File: config.mk
export PLATFORM = sky130hd
export DESIGN_NAME = mem_bus_arbiter
export DESIGN_NICKNAME = d
export VERILOG_FILES = /design/src/rtl/mem_bus_arbiter.sv
export SDC_FILE = /design/constraint.sdc
export NUM_CORES = 1
export LEC_CHECK = 0
export CORE_ASPECT_RATIO = 0.5
export CORE_UTILIZATION = 43
export CTS_CLUSTER_SIZE = 40
export DETAILED_ROUTE_END_ITERATION = 10
export PLACE_DENSITY = 0.86
export SYNTH_ARGS = -nofsm -noshare
export SYNTH_HDL_FRONTEND = slang
export SYNTH_SLANG_ARGS = --single-unit
File: constraint.sdc
create_clock -name clock -period 7.3 [get_ports clock]
set_input_delay 1.46 -clock clock [delete_from_list [all_inputs] [get_ports clock]]
set_output_delay 1.46 -clock clock [all_outputs]
set_load 0.005 [all_outputs]
File: src/rtl/mem_bus_arbiter.sv
// rtl/mem_bus_arbiter.sv - round-robin arbiter sharing one memory port among three requesters
module mem_bus_arbiter #(
  parameter int ADDR_W  = 32,
  parameter int DATA_W  = 32,
  parameter int TIMEOUT = 255
) (
  input  logic                clock,
  input  logic                reset,
  input  logic [2:0]          req_valid,
  input  logic [2:0]          req_we,
  input  logic [3*ADDR_W-1:0] req_addr,
  input  logic [3*DATA_W-1:0] req_wdata,
  output logic [2:0]          req_ready,
  output logic [2:0]          rsp_valid,
  output logic [DATA_W-1:0]   rsp_rdata,
  output logic                rsp_err,
  output logic                mem_valid,
  output logic                mem_we,
  output logic [ADDR_W-1:0]   mem_addr,
  output logic [DATA_W-1:0]   mem_wdata,
  input  logic                mem_ack,
  input  logic [DATA_W-1:0]   mem_rdata
);

  typedef enum logic {IDLE, BUSY} state_t;

  localparam logic [15:0] TO_LIMIT = 16'(TIMEOUT);

  state_t              state;
  logic [1:0]          last_grant;
  logic [1:0]          owner;
  logic [15:0]         count;
  logic [15:0]         count_inc;
  logic [1:0]          winner;
  logic                any_req;
  logic                sel_we;
  logic [ADDR_W-1:0]   sel_addr;
  logic [DATA_W-1:0]   sel_wdata;

  // Scan starts just after the previous grant so every requester gets a turn.
  function automatic logic [1:0] rr_pick(input logic [1:0] lg, input logic [2:0] v);
    logic [1:0] o0, o1, o2;
    case (lg)
      2'd0:    begin o0 = 2'd1; o1 = 2'd2; o2 = 2'd0; end
      2'd1:    begin o0 = 2'd2; o1 = 2'd0; o2 = 2'd1; end
      default: begin o0 = 2'd0; o1 = 2'd1; o2 = 2'd2; end
    endcase
    if (v[o0])      return o0;
    else if (v[o1]) return o1;
    else            return o2;
  endfunction

  always_comb begin
    any_req   = |req_valid;
    winner    = rr_pick(last_grant, req_valid);
    count_inc = count + 16'd1;
    sel_we    = 1'b0;
    sel_addr  = '0;
    sel_wdata = '0;
    case (winner)
      2'd0: begin
        sel_we    = req_we[0];
        sel_addr  = req_addr[0 +: ADDR_W];
        sel_wdata = req_wdata[0 +: DATA_W];
      end
      2'd1: begin
        sel_we    = req_we[1];
        sel_addr  = req_addr[ADDR_W +: ADDR_W];
        sel_wdata = req_wdata[DATA_W +: DATA_W];
      end
      default: begin
        sel_we    = req_we[2];
        sel_addr  = req_addr[2*ADDR_W +: ADDR_W];
        sel_wdata = req_wdata[2*DATA_W +: DATA_W];
      end
    endcase
  end

  always_ff @(posedge clock or posedge reset) begin
    if (reset) begin
      state      <= IDLE;
      last_grant <= 2'd2;
      owner      <= 2'd0;
      count      <= '0;
      req_ready  <= '0;
      rsp_valid  <= '0;
      rsp_rdata  <= '0;
      rsp_err    <= 1'b0;
      mem_valid  <= 1'b0;
      mem_we     <= 1'b0;
      mem_addr   <= '0;
      mem_wdata  <= '0;
    end else begin
      req_ready <= '0;
      rsp_valid <= '0;
      rsp_err   <= 1'b0;
      case (state)
        IDLE: begin
          if (any_req) begin
            mem_valid  <= 1'b1;
            mem_we     <= sel_we;
            mem_addr   <= sel_addr;
            mem_wdata  <= sel_wdata;
            req_ready  <= 3'b001 << winner;
            owner      <= winner;
            last_grant <= winner;
            count      <= '0;
            state      <= BUSY;
          end
        end
        BUSY: begin
          // An ack in the same cycle as the timeout takes priority.
          if (mem_ack) begin
            rsp_valid <= 3'b001 << owner;
            rsp_rdata <= mem_rdata;
            mem_valid <= 1'b0;
            state     <= IDLE;
          end else if (count_inc == TO_LIMIT) begin
            rsp_valid <= 3'b001 << owner;
            rsp_err   <= 1'b1;
            rsp_rdata <= '0;
            mem_valid <= 1'b0;
            count     <= count_inc;
            state     <= IDLE;
          end else begin
            count <= count_inc;
          end
        end
        default: state <= IDLE;
      endcase
    end
  end

endmodule

== After elaboration in Yosys (flattened, before gate mapping) ==
Cells that the tools add are included.

* Logic and storage cells: 65
* Register bits: 126
* Output and inout port bits: 105
* Input port bits: 233

* Equal/unequal tests: 6
* Reduce and logical (&&, ||, !) cells: 8
* $lt $le $gt $ge: 2
* Add/subtract/negate cells: 1
* Muxes and demuxes: 33
* Bitwise operators: 1
* Shift-type cells: 2

{| class="wikitable"
|+ Operator list
! operator !! count
|-
| case mux 32 bit (2 select lines) || 2
|-
| two-way mux 32 bit || 2
|-
| two-way mux 16 bit || 2
|-
| case mux 16 bit (2 select lines) || 1
|-
| adder 16 x 1 -> 16 bit (second input constant) || 1
|-
| equality test 16 x 8 -> 1 bit (second input constant) || 1
|-
| two-way mux 3 bit || 5
|-
| case mux 2 bit (2 select lines) || 3
|-
| two-way mux 1 bit || 11
|-
| AND reduction 2 bit || 4
|-
| less-than comparator 2 x 3 -> 1 bit (second input constant) || 2
|-
| case mux 1 bit (2 select lines) || 3
|-
| left shift 1 x 2 -> 3 bit (first input constant) || 2
|-
| binary-select mux 1 bit (select 2 bit) || 2
|-
| equality test 2 x 1 -> 1 bit (second input constant) || 2
|-
| zero test 2 bit || 2
|-
| two-way mux 2 bit || 2
|-
| != test 2 bit (second input constant) || 2
|-
| != test 3 x 2 -> 1 bit (second input constant) || 1
|-
| OR reduction 3 bit || 1
|-
| nonzero test 2 bit || 1
|-
| NOT 1 bit || 1
|}

== Depth between registers and ports, before layout ==
Gate-level depths: netlist of run 1.

* Word-level depth: 9
* Mapped depth: 8
* Depth with buffers taken out: 6

== Worst setup path after synthesis of run 1 ==
Ideal clock, no wire load.

* Path type: input port to flip-flop
* Start: input port req_valid[1]
* End: register mem_addr[1]
* Path buffers: 2
* Data required time: 7.222 ns
* Arrival: 2.631 ns
* Stages: 7
* Setup slack: 4.592 ns
* Cells stage by stage: nor3_1 -> nor2_1 -> nand2_1 -> nor2_1 -> clkbuf_1 -> buf_2 -> o2bb2ai_1

* Longest elaborated chain between the ends: 6

{| class="wikitable"
|+ Ends and longest elaborated chain
! element !! line !! RTL
|-
| from (decl) || 9 || <nowiki>input logic [2:0] req_valid,</nowiki>
|-
| binary-select mux 1 bit (select 2 bit) || 49 || <nowiki>else if (v[o1]) return o1;</nowiki>
|-
| two-way mux 1 bit (not written as such) || 49 ||
|-
| two-way mux 2 bit || 49 ||
|-
| two-way mux 2 bit || 48 || <nowiki>if (v[o0]) return o0;</nowiki>
|-
| equality test 2 x 1 -> 1 bit or zero test 2 bit (tied branches) || 60 || <nowiki>case (winner)</nowiki>
|-
| case mux 32 bit (2 select lines) || 60 ||
|-
| to (signal assigned) || 102 || <nowiki>mem_addr <= sel_addr;</nowiki>
|-
| to (decl) || 19 || <nowiki>output logic [ADDR_W-1:0] mem_addr,</nowiki>
|}

Parallel ways exist; a longest one is shown, timed or not. The select of a mux whose other input is x is not followed.
A chain may end at the register's enable or synchronous reset.

== Worst setup path after layout of run 1 ==
* Start: input port req_valid[0]
* End: register mem_addr[23]

The elaborated chain is that of the path after synthesis.

==> results.md, run 1 <==
* First-pass GRT wire length at 35000 um
* Worst-margin pin slew at 1.24 ns
* Cells on Worst Hold Path at 1
* Worst hold slack at 0.529 ns
* Cts hold-fix bufs at 0
* Total CTS buffers at 17
* Startpoint types: primary input
* Antenna violations before repair at 2
* Critical R2R Launch: state$_DFF_PP0_
* Storage cell area at 3130 um^2
* #FFs+latches synth at 125
* Async set or reset register ratio after synthesis at 100%
* Post-cts sizing count at 0
* Synth cell types at 52
* Crit path cell chain: clkdlybuf4s50_1, o311ai_1, and2_2, buf_4, a22oi_1, a31oi_1
* Final hold vios at 0
* Starting Density at 44.5%
* CP startpoint: req_valid[0]
* Row count at 31
* Reg2reg end: mem_addr[4]$_DFFE_PP0P_
* Vias per cell at 5.64
* Core box area at 14600 um^2
* Worst-path clk slew at 0.06 ns
* Cell Area, Synth at 6500 um^2
* Multi-input logic area at 3050 um^2
* Syn Nets at 922
* Status: finished clean
* Final min period at 3.62 ns
* Final Worst Setup Slack at 3.68 ns
* Ys Warns at 0
* Routed wire length per instance at 19.0 um
* Post-CTS setup buffer count at 0
* P_leak at 4.24 nW
* Hold path endpoint: count[15]$_DFFE_PP0P_
* WP buf/inv at 2
* Max-slew violation count at 0
* FF-to-FF path depth at 6
* Skew-Pair Late Insertion Delay at 0.41 ns
* Area Overhead vs Synth at 61.4%
* Via Count at 6746
* Reg-to-reg setup timing slack at 4.48 ns
* PortBufs at 337
* Syn Inst Count at 687
* RSZ-0062 raised after global routing: false
* Clock Skews at 0.0108 ns
* Worst vdd ir at 0.000223 V
* Root buffer cell: clkbuf_16
* Slew HR at 17.3%
* Min-delay src: count[15]$_DFFE_PP0P_
* 1st-iter DRT viols at 615
* Die Ht at 88.9 um
* Num ports at 338
* DIE WIDTH at 176 um
* Ant. Diodes at 0
* CTS sink cnt at 125
* Crit path max-delay family: compound AO/OA/AOI/OAI gates
* Worst setup EP type: register
* Layout cell share with drive strength beyond 1 at 7.82%
* WS Path Type: in -> reg
* Syn Area/Cell at 9.46 um^2
* WL final at 22700 um
* CTS tree: built
* EDFF count, synth at 0
* Number of global-route vias before repair at 6669
* Max_cap viols at 0
* Max FO, Critical Path at 66
* Die area at 15600 um^2
* CTS Buffer Depth at 2
* Total global routing overflow at 0
* H-tree depth at 4
* Post-synth top area cell: dfrtp_1
* Largest net degree at the start of global routing at 107
* Critical-path top delay cell: o311ai_1
* Final setup TNS at 0 ns
* Arrival time at the worst endpoint at 3.93 ns
* Power per Cell Area at 359 nW/um^2
* Pre-CTS setup slack at 3.30 ns
* Antenna viol nets, final at 0
* Period utilisation layout at 49.6%
* Slowest stage delay, CP at 0.59 ns
* WP data required at 7.61 ns
* Seq/Total Area, Yosys at 48.1%
* Final setup fails at 0
* Share of the synthesized area in the top cell type at 47.7%
* Top cells by count, synth: dfrtp_1 (124), nor2_1 (82), nand2_1 (81), a31oi_1 (43), clkbuf_1 (42)
* GR Util All Layers at 28.9%
* Most used DFF post-synth: dfrtp_1
* Routability cong. at 0.945
* Design Power at 3.76 mW
* Total iterations of the first detailed-routing run at 5
* Hold crit path type: reg -> reg
* Drt drc at 0
* F_max at 276 MHz
* Dpl hpwl at 15900 um
* Fill cells at 1071
* Top area cells in the synthesized netlist: dfrtp_1 (48%), nor2_1 (4.7%), nand2_1 (4.7%), a22oi_1 (4.4%), a31oi_1 (4.1%)
* Most common cell in the netlist: dfrtp_1
* Final nets at 1220
## cells by family after synthesis
kind of cell             after synthesis  synth area share [%]
AO/OA/AOI/OAI                        250                  28.7
multiplexers                           1                 0.154
buffers and inverters                 69                  5.29
adder cells (fa/ha/maj)                2                 0.385
flip-flops                           125                  48.1
XOR/XNOR                               6                 0.808
AND/OR/NAND/NOR                      234                  16.5
## per-stage QoR
step	cells	utilization (%)	cell area, um^2
finish	1196	71.7	10500
global route	1196	71.7	10500
CTS	1196	71.7	10500
detailed placement	1164	67.4	9860
global placement	1164	67.4	9860
floorplan	687	-	6500
## power breakdown
part | total (mW) | switching (mW) | internal, mW
combinational | 1.67 | 0.792 | 0.873
sequential | 1.18 | 0.197 | 0.983
clock | 0.919 | 0.315 | 0.604
total | 3.76 | 1.30 | 2.46
## flip-flops by register name, indices dropped and copies added, names as in the netlist
| register | cells |
|---|---|
| mem_addr | 32 |
| rsp_rdata | 32 |
| mem_wdata | 32 |
| state | 1 |
| rsp_err | 1 |
| req_ready | 3 |
| mem_we | 1 |
| last_grant | 2 |
| owner | 1 |
| rsp_valid | 3 |
| mem_valid | 1 |
| count | 16 |
## cell usage in the layout (no fill, tap or decap), types with 11 or more instances in the layout
cell type	count
a21boi_0	33
a21oi_1	11
a21oi_2	29
a221oi_1	28
a22oi_1	38
a31oi_1	43
and3_1	37
clkbuf_16	17
clkdlybuf4s50_1	337
dfrtp_1	124
nand2_1	81
nor2_1	80
o21ai_0	23
o2bb2ai_1	28
## how the worst max path moves through the flow
stage                                            to  slack [ns]  cells past startpoint
after global placement     mem_addr[21]$_DFFE_PP0P_        3.37                      8
final                      mem_addr[23]$_DFFE_PP0P_        3.68                      6
after global routing        mem_addr[4]$_DFFE_PP0P_        3.46                      8
after CTS                  mem_wdata[5]$_DFFE_PP0P_        3.72                      7
after detailed placement  mem_wdata[23]$_DFFE_PP0P_        3.30                      7
after floorplan                count[0]$_DFFE_PP0P_        2.51                      1
## metal layers
| layer | track usage (%) | wire length (um) | vias up |
|---|---|---|---|
| li1 | - | - | 3123 |
| met1 | 34.3 | 9250 | 3323 |
| met2 | 51.3 | 11400 | 236 |
| met3 | 6.68 | 1250 | 62 |
| met4 | 12.6 | 830 | 2 |
| met5 | 0 | 13 | - |
## final cells by class
type,count,area share (%)
clock buffer,20,4.16
multi-input combinational,493,29.1
tap,198,2.36
sequential,125,29.8
clock inverter,12,1.85
inverter,6,0.239
timing repair buffer,342,32.5
(Power assumes the default switching activity.)
==> inputs of run 2 (changes only) <==
CORE_UTILIZATION = 36   (was 43)
PLACE_DENSITY = 0.77   (was 0.86)
clock period = 3.3 ns   (was 7.3 ns; I/O delays follow)
==> run 2 against run 1 <==
Compared with the run above: die area up 19%; final area grew 1.4%; largest power group unchanged; critical path depth is 1 higher; first-iteration DRC count shrank 11%; core utilization decreased by 11 points; count of clock-buffer cells in the layout shrank 1; cell count increased by 4.3%; critical endpoint is now rsp_rdata[22]$_DFFE_PP0P_.
==> results.md, run 2 (synthesis results as in run 1) <==
* Core box area at 17500 um^2 (was 14600 um^2)
* Via Count at 6801 (was 6746)
* Ant. Diodes at 0 (unchanged)
* Power per Cell Area at 772 nW/um^2 (was 359 nW/um^2)
* Post-CTS setup buffer count at 0 (unchanged)
* Sw Ratio at 35.5% (was 34.6%)
* WP data required at 3.58 ns (was 7.61 ns)
* CTS sink cnt at 125 (unchanged)
* Worst vdd ir at 0.000443 V (was 0.000223 V)
* Total global routing overflow at 0 (unchanged)
* Clock group share of total power at 22.8% (was 24.4%)
* Layout cell share with drive strength beyond 1 at 9.47% (was 7.82%)
* Num ports at 338 (unchanged)
* Logic pwr share at 45.9% (was 44.2%)
* Total CTS buffers at 17 (unchanged)
* Starting Density at 37.1% (was 44.5%)
* Routability cong. at 0.921 (was 0.945)
* Clock Skews at 0.0106 ns (was 0.0108 ns)
* Commonest cells after routing, fill and taps aside: clkdlybuf4s50_1 (337), dfrtp_1 (124), nand2_1 (81), nor2_1 (80), a31oi_1 (43) (unchanged)
* Worst-margin pin slew at 0.960 ns (was 1.24 ns)
* Commonest non-fill, non-tap cell in the layout: clkdlybuf4s50_1 (unchanged)
* Max_cap viols at 0 (unchanged)
* Final hold vios at 0 (unchanged)
* Startpoint types: register (was primary input)
* Max FO, Critical Path at 29 (was 66)
* Row count at 34 (was 31)
* Flop pwr share at 31.3% (about the same)
* First-pass GRT wire length at 36600 um (was 35000 um)
* Max-slew violation count at 0 (unchanged)
* RSZ-0062 raised after global routing: false (unchanged)
* WS Path Type: reg -> reg (was in -> reg)
* Critical R2R Launch: count[0]$_DFFE_PP0P_ (was state$_DFF_PP0_)
* Crit path cell chain: ha_1, nand3_2, nor3_1, a31o_2, and3_2, buf_4, a21oi_4 (was clkdlybuf4s50_1, o311ai_1, and2_2, buf_4, a22oi_1, a31oi_1)
* Top Registers: mem_addr: 32 flops, mem_wdata: 32 flops, rsp_rdata: 32 flops (unchanged)
* Slowest stage delay, CP at 0.71 ns (was 0.59 ns)
* PortBufs at 337 (unchanged)
* Total iterations of the first detailed-routing run at 5 (unchanged)
* Vias per cell at 5.45 (was 5.64)
* Post-cts sizing count at 0 (unchanged)
* Dpl hpwl at 17000 um (was 15900 um)
* Antenna violations before repair at 0 (was 2)
* Worst hold slack at 0.515 ns (was 0.529 ns)
* Die Ht at 97.0 um (was 88.9 um)
* Final nets at 1236 (was 1220)
* Cts hold-fix bufs at 0 (unchanged)
* Int Pwr at 5.30 mW (was 2.46 mW)
* Skew-Pair Late Insertion Delay at 0.42 ns (was 0.41 ns)
* CTS tree: built (unchanged)
* Worst-path clk slew at 0.06 ns (about the same)
* Period utilisation layout at 79.9%
* P_leak at 4.30 nW (was 4.24 nW)
* Final setup TNS at 0 ns (unchanged)
* Routed wire length per instance at 18.7 um (was 19.0 um)
* Hold crit path type: reg -> reg (unchanged)
* CTS Buffer Depth at 2 (unchanged)
* Root buffer cell: clkbuf_16 (unchanged)
* Worst setup EP type: register (unchanged)
* Drt drc at 0 (unchanged)
* Status: finished clean (unchanged)
* CP startpoint: count[0]$_DFFE_PP0P_ (was req_valid[0])
* Design Power at 8.21 mW (was 3.76 mW)
* Non-filler cells, final at 1248 (was 1196)
* Antenna viol nets, final at 0 (unchanged)
* Die area at 18600 um^2 (was 15600 um^2)
* F_max at 379 MHz
* Number of global-route vias before repair at 6678 (was 6669)
* Largest net degree at the start of global routing at 66 (was 107)
* Dpl cells at 1216 (was 1164)
* Area Overhead vs Synth at 63.7% (was 61.4%)
* Min-delay src: count[6]$_DFFE_PP0P_ (was count[15]$_DFFE_PP0P_)
* Slew HR at 35.9% (was 17.3%)
* Critical-path top delay cell: and3_2 (was o311ai_1)
* GR Util All Layers at 25.3% (was 28.9%)
* H-tree depth at 4 (unchanged)
* WL final at 23400 um (was 22700 um)
* 1st-iter DRT viols at 548 (was 615)
* NetSw at 2.91 mW (was 1.30 mW)
* Arrival time at the worst endpoint at 2.92 ns (was 3.93 ns)
* Final setup fails at 0 (unchanged)
* DIE WIDTH at 192 um (was 176 um)
* Final min period at 2.64 ns
[run 2: changes by cell type in the layout (fill, tap and decap cells not counted), sizes merged]
cell	previous run	this run
buf	5	21
bufinv	5	2
clkbuf	20	19
clkinv	5	8
clkinvlp	2	3
[run 2: final timing paths]
path                                             endpoint  slack [ns]  cells after the start
worst max-delay path            rsp_rdata[22]$_DFFE_PP0P_        0.66                      7
worst min-delay path                 count[6]$_DFFE_PP0P_        0.51                      1
worst max register to register  rsp_rdata[22]$_DFFE_PP0P_        0.66                      7
worst min register to register       count[6]$_DFFE_PP0P_        0.51                      1
max in group asynchronous       rsp_rdata[24]$_DFFE_PP0P_        2.06                      3
min in group asynchronous        mem_addr[19]$_DFFE_PP0P_        0.61                      2
[run 2: area by class of cell]
type	count	area [um^2]
fillers	1506	6890
repair buffers	358	3560
flip-flops and latches	125	3130
multi-input cells	493	3050
clock buffers	19	443
well taps	234	293
clock inverters	13	143
inverters	6	26.3
[run 2: worst max-delay path, delay by kind of cell (launching register included)]
kind / cells / cell delay, ns
adder cells (fa/ha/maj): 1 / 0.27
buffers and inverters: 1 / 0.33
flip-flops: 1 / 0.45
AND/OR/NAND/NOR: 3 / 1.18
AO/OA/AOI/OAI: 2 / 0.27
[run 2: power groups by stage]
stage                     clock [mW]  combinational (mW)  sequential (mW)
final                           1.87                3.77             2.57
after CTS                       1.91                3.80             2.57
after global routing            1.98                4.11             2.65
after floorplan                    0                1.71             2.57
after global placement             0                3.70             2.57
after detailed placement           0                3.78             2.59
[run 2: metal layers]
layer  up-vias  GRT usage, %  share of wire (%)
li1       3160             -                  -
met5         -             0                  0
met2       259          41.4                 49
met1      3320          32.6                 42
met4         0          9.81                3.0
met3        62          5.62                5.6
[run 2: metrics by stage]
step           setup WS, ns  cell area (um^2)  util, %
2_1_floorplan          1.10              6500        -
3_3_place_gp          0.558             10100     57.4
3_5_place_dp          0.458             10100     57.4
4_1_cts               0.638             10600     60.7
5_1_grt               0.440             10600     60.7
6_report              0.664             10600     60.7
==> inputs of run 3 (changes only) <==
CORE_UTILIZATION = 40   (was 36)
PLACE_DENSITY = 0.81   (was 0.77)
clock period = 2.7 ns   (was 3.3 ns; I/O delays follow)
==> run 3 against run 2 <==
Compared with the run above: power rose by 25%; cell count fell by 0.48%; count of clock-buffer cells in the layout fell by 2; final area rose by 1.1%; worst hold slack got worse by 0.010 ns; first-iteration DRC count rose by 6.2%; critical path type unchanged; critical endpoint is now rsp_rdata[10]$_DFFE_PP0P_; largest power group unchanged; highest routed layer unchanged.
==> results.md, run 3 (synthesis results as in run 1) <==
* Status: finished clean (unchanged)
* DIE WIDTH at 182 um (was 192 um)
* Root buffer cell: clkbuf_16 (unchanged)
* CTS sink cnt at 125 (unchanged)
* Final hold vios at 0 (unchanged)
* GR Util All Layers at 28.5% (was 25.3%)
* Via Count at 6861 (was 6801)
* Starting Density at 41.5% (was 37.1%)
* Crit path cell chain: ha_1, nand3_2, nor3_1, a31o_2, and3_2, buf_4, a21oi_2 (was ha_1, nand3_2, nor3_1, a31o_2, and3_2, buf_4, a21oi_4)
* P_leak at 4.35 nW (was 4.30 nW)
* Slew HR at 49.2% (was 35.9%)
* Area Overhead vs Synth at 65.4% (was 63.7%)
* Hold crit path type: reg -> reg (unchanged)
* Worst-margin pin slew at 0.762 ns (was 0.960 ns)
* Period utilisation layout at 83.2% (was 79.9%)
* Row count at 32 (was 34)
* Max_cap viols at 0 (unchanged)
* Routability cong. at 0.983 (was 0.921)
* Power per Cell Area at 957 nW/um^2 (was 772 nW/um^2)
* Post-cts sizing count at 0 (unchanged)
* Total global routing overflow at 0 (unchanged)
* First-pass GRT wire length at 36900 um (was 36600 um)
* PortBufs at 337 (unchanged)
* Final min period at 2.25 ns (was 2.64 ns)
* Routed wire length per instance at 18.9 um (was 18.7 um)
* WS Path Type: reg -> reg (unchanged)
* WP data required at 2.98 ns (was 3.58 ns)
* Cell area after layout at 10800 um^2 (was 10600 um^2)
* Hold path endpoint: count[15]$_DFFE_PP0P_ (was count[6]$_DFFE_PP0P_)
* CTS Buffer Depth at 2 (unchanged)
* Max-slew violation count at 0 (unchanged)
* Total CTS buffers at 17 (unchanged)
* Reg-to-reg setup timing slack at 0.45 ns (was 0.66 ns)
* F_max at 445 MHz (was 379 MHz)
* Num ports at 338 (unchanged)
* Dpl hpwl at 17300 um (was 17000 um)
* Largest net degree at the start of global routing at 105 (was 66)
* RSZ-0062 raised after global routing: false (unchanged)
* Skew-Pair Late Insertion Delay at 0.41 ns (was 0.42 ns)
* Worst setup EP type: register (unchanged)
* Worst-path clk slew at 0.06 ns (about the same)
* Cells on Worst Hold Path at 1 (unchanged)
* 1st-iter DRT viols at 582 (was 548)
* Final setup TNS at 0 ns (unchanged)
* Critical R2R Launch: count[0]$_DFFE_PP0P_ (unchanged)
* Number of global-route vias before repair at 6886 (was 6678)
* Antenna viol nets, final at 0 (unchanged)
* Drt drc at 0 (unchanged)
* Commonest cells after routing, fill and taps aside: clkdlybuf4s50_1 (337), dfrtp_1 (124), nand2_1 (81), nor2_1 (80), a31oi_1 (43) (unchanged)
* Commonest non-fill, non-tap cell in the layout: clkdlybuf4s50_1 (unchanged)
* CTS tree: built (unchanged)
* Arrival time at the worst endpoint at 2.53 ns (was 2.92 ns)
* Top Registers: mem_addr: 32 flops, mem_wdata: 32 flops, rsp_rdata: 32 flops (unchanged)
* Antenna violations before repair at 0 (unchanged)
* Vias per cell at 5.52 (was 5.45)
* Min-delay src: count[15]$_DFFE_PP0P_ (was count[6]$_DFFE_PP0P_)
* Reg2reg end: rsp_rdata[10]$_DFFE_PP0P_ (was rsp_rdata[22]$_DFFE_PP0P_)
* Area after DPL at 10100 um^2 (about the same)
* Post-CTS setup buffer count at 0 (unchanged)
* Critical-path top delay cell: dfrtp_1 (was and3_2)
* Worst vdd ir at 0.000634 V (was 0.000443 V)
* H-tree depth at 4 (unchanged)
* Final nets at 1243 (was 1236)
* Core box area at 15700 um^2 (was 17500 um^2)
* Fill cells at 1227 (was 1506)
* Max FO, Critical Path at 18 (was 29)
* WL final at 23500 um (was 23400 um)
* Total iterations of the first detailed-routing run at 5 (unchanged)
* Slowest stage delay, CP at 0.42 ns (was 0.71 ns)
* Startpoint types: register (unchanged)
* Ant. Diodes at 0 (unchanged)
* Die area at 16800 um^2 (was 18600 um^2)
* FF-to-FF path depth at 7 (unchanged)
* Layout cell share with drive strength beyond 1 at 10.2% (was 9.47%)
* Final setup fails at 0 (unchanged)
* Cts hold-fix bufs at 0 (unchanged)
* Clock Skews at 0.0122 ns (was 0.0106 ns)
* Die Ht at 92.1 um (was 97.0 um)
## run 3: changes by cell type in the layout (fill, tap and decap cells not counted), sizes merged
cell	change
buf	+7
inv	+3
clkbuf	-2
bufinv	+1
clkinvlp	+2
clkinv	-4
## run 3: where the power goes
part	total, mW	leakage (nW)	internal (mW)	switching [mW]
Sequential	3.16	1.49	2.66	0.504
Clock	2.37	0.287	1.47	0.905
Combinational	4.76	2.57	2.53	2.22
## run 3: how the worst max path moves through the flow
stage                                    start                         to  slack, ns  cells past startpoint
after floorplan                          reset       count[0]$_DFFE_PP0P_       0.62                      1
after global placement            req_valid[2]    mem_addr[0]$_DFFE_PP0P_       0.30                      6
after detailed placement          req_valid[2]   mem_addr[16]$_DFFE_PP0P_       0.20                      6
after CTS                 count[0]$_DFFE_PP0P_  rsp_rdata[10]$_DFFE_PP0P_       0.50                      7
after global routing      count[0]$_DFFE_PP0P_  rsp_rdata[10]$_DFFE_PP0P_       0.34                      7
final                     count[0]$_DFFE_PP0P_  rsp_rdata[10]$_DFFE_PP0P_       0.45                      7
## run 3: area by class of cell
type	instances	area, um^2	area share, %
Timing Repair Buffer	365	3660	34.0
Tap cell	221	277	2.57
Multi-Input combinational cell	493	3050	28.4
Clock inverter	15	186	1.73
Sequential cell	125	3130	29.1
Inverter	6	26.3	0.244
Clock buffer	17	425	3.96
## run 3: metal layers
metal	routed length [um]	GRT usage, %
met5	0	0
met4	651	10.4
met1	9620	34.8
met2	11800	49.6
met3	1370	6.08
## run 3: stage by stage
step                power (mW)  setup slack, ns  instances  util [%]  hold slack (ns)
CTS                       10.3            0.497       1242      68.7            0.507
finish                    10.3            0.453       1242      68.7            0.504
floorplan                 5.23            0.622        687         -            0.464
detailed placement        7.93            0.196       1210      64.8            0.496
global placement          7.78            0.300       1210      64.8            0.492
global route              10.9            0.336       1242      68.7            0.529
## run 3: worst max-delay path, delay by kind of cell (launching register included)
family | cells | cell delay [ns]
flops | 1 | 0.42
fa+ha+maj | 1 | 0.28
compound gates | 2 | 0.34
buf+inv | 1 | 0.33
simple gates | 3 | 0.74
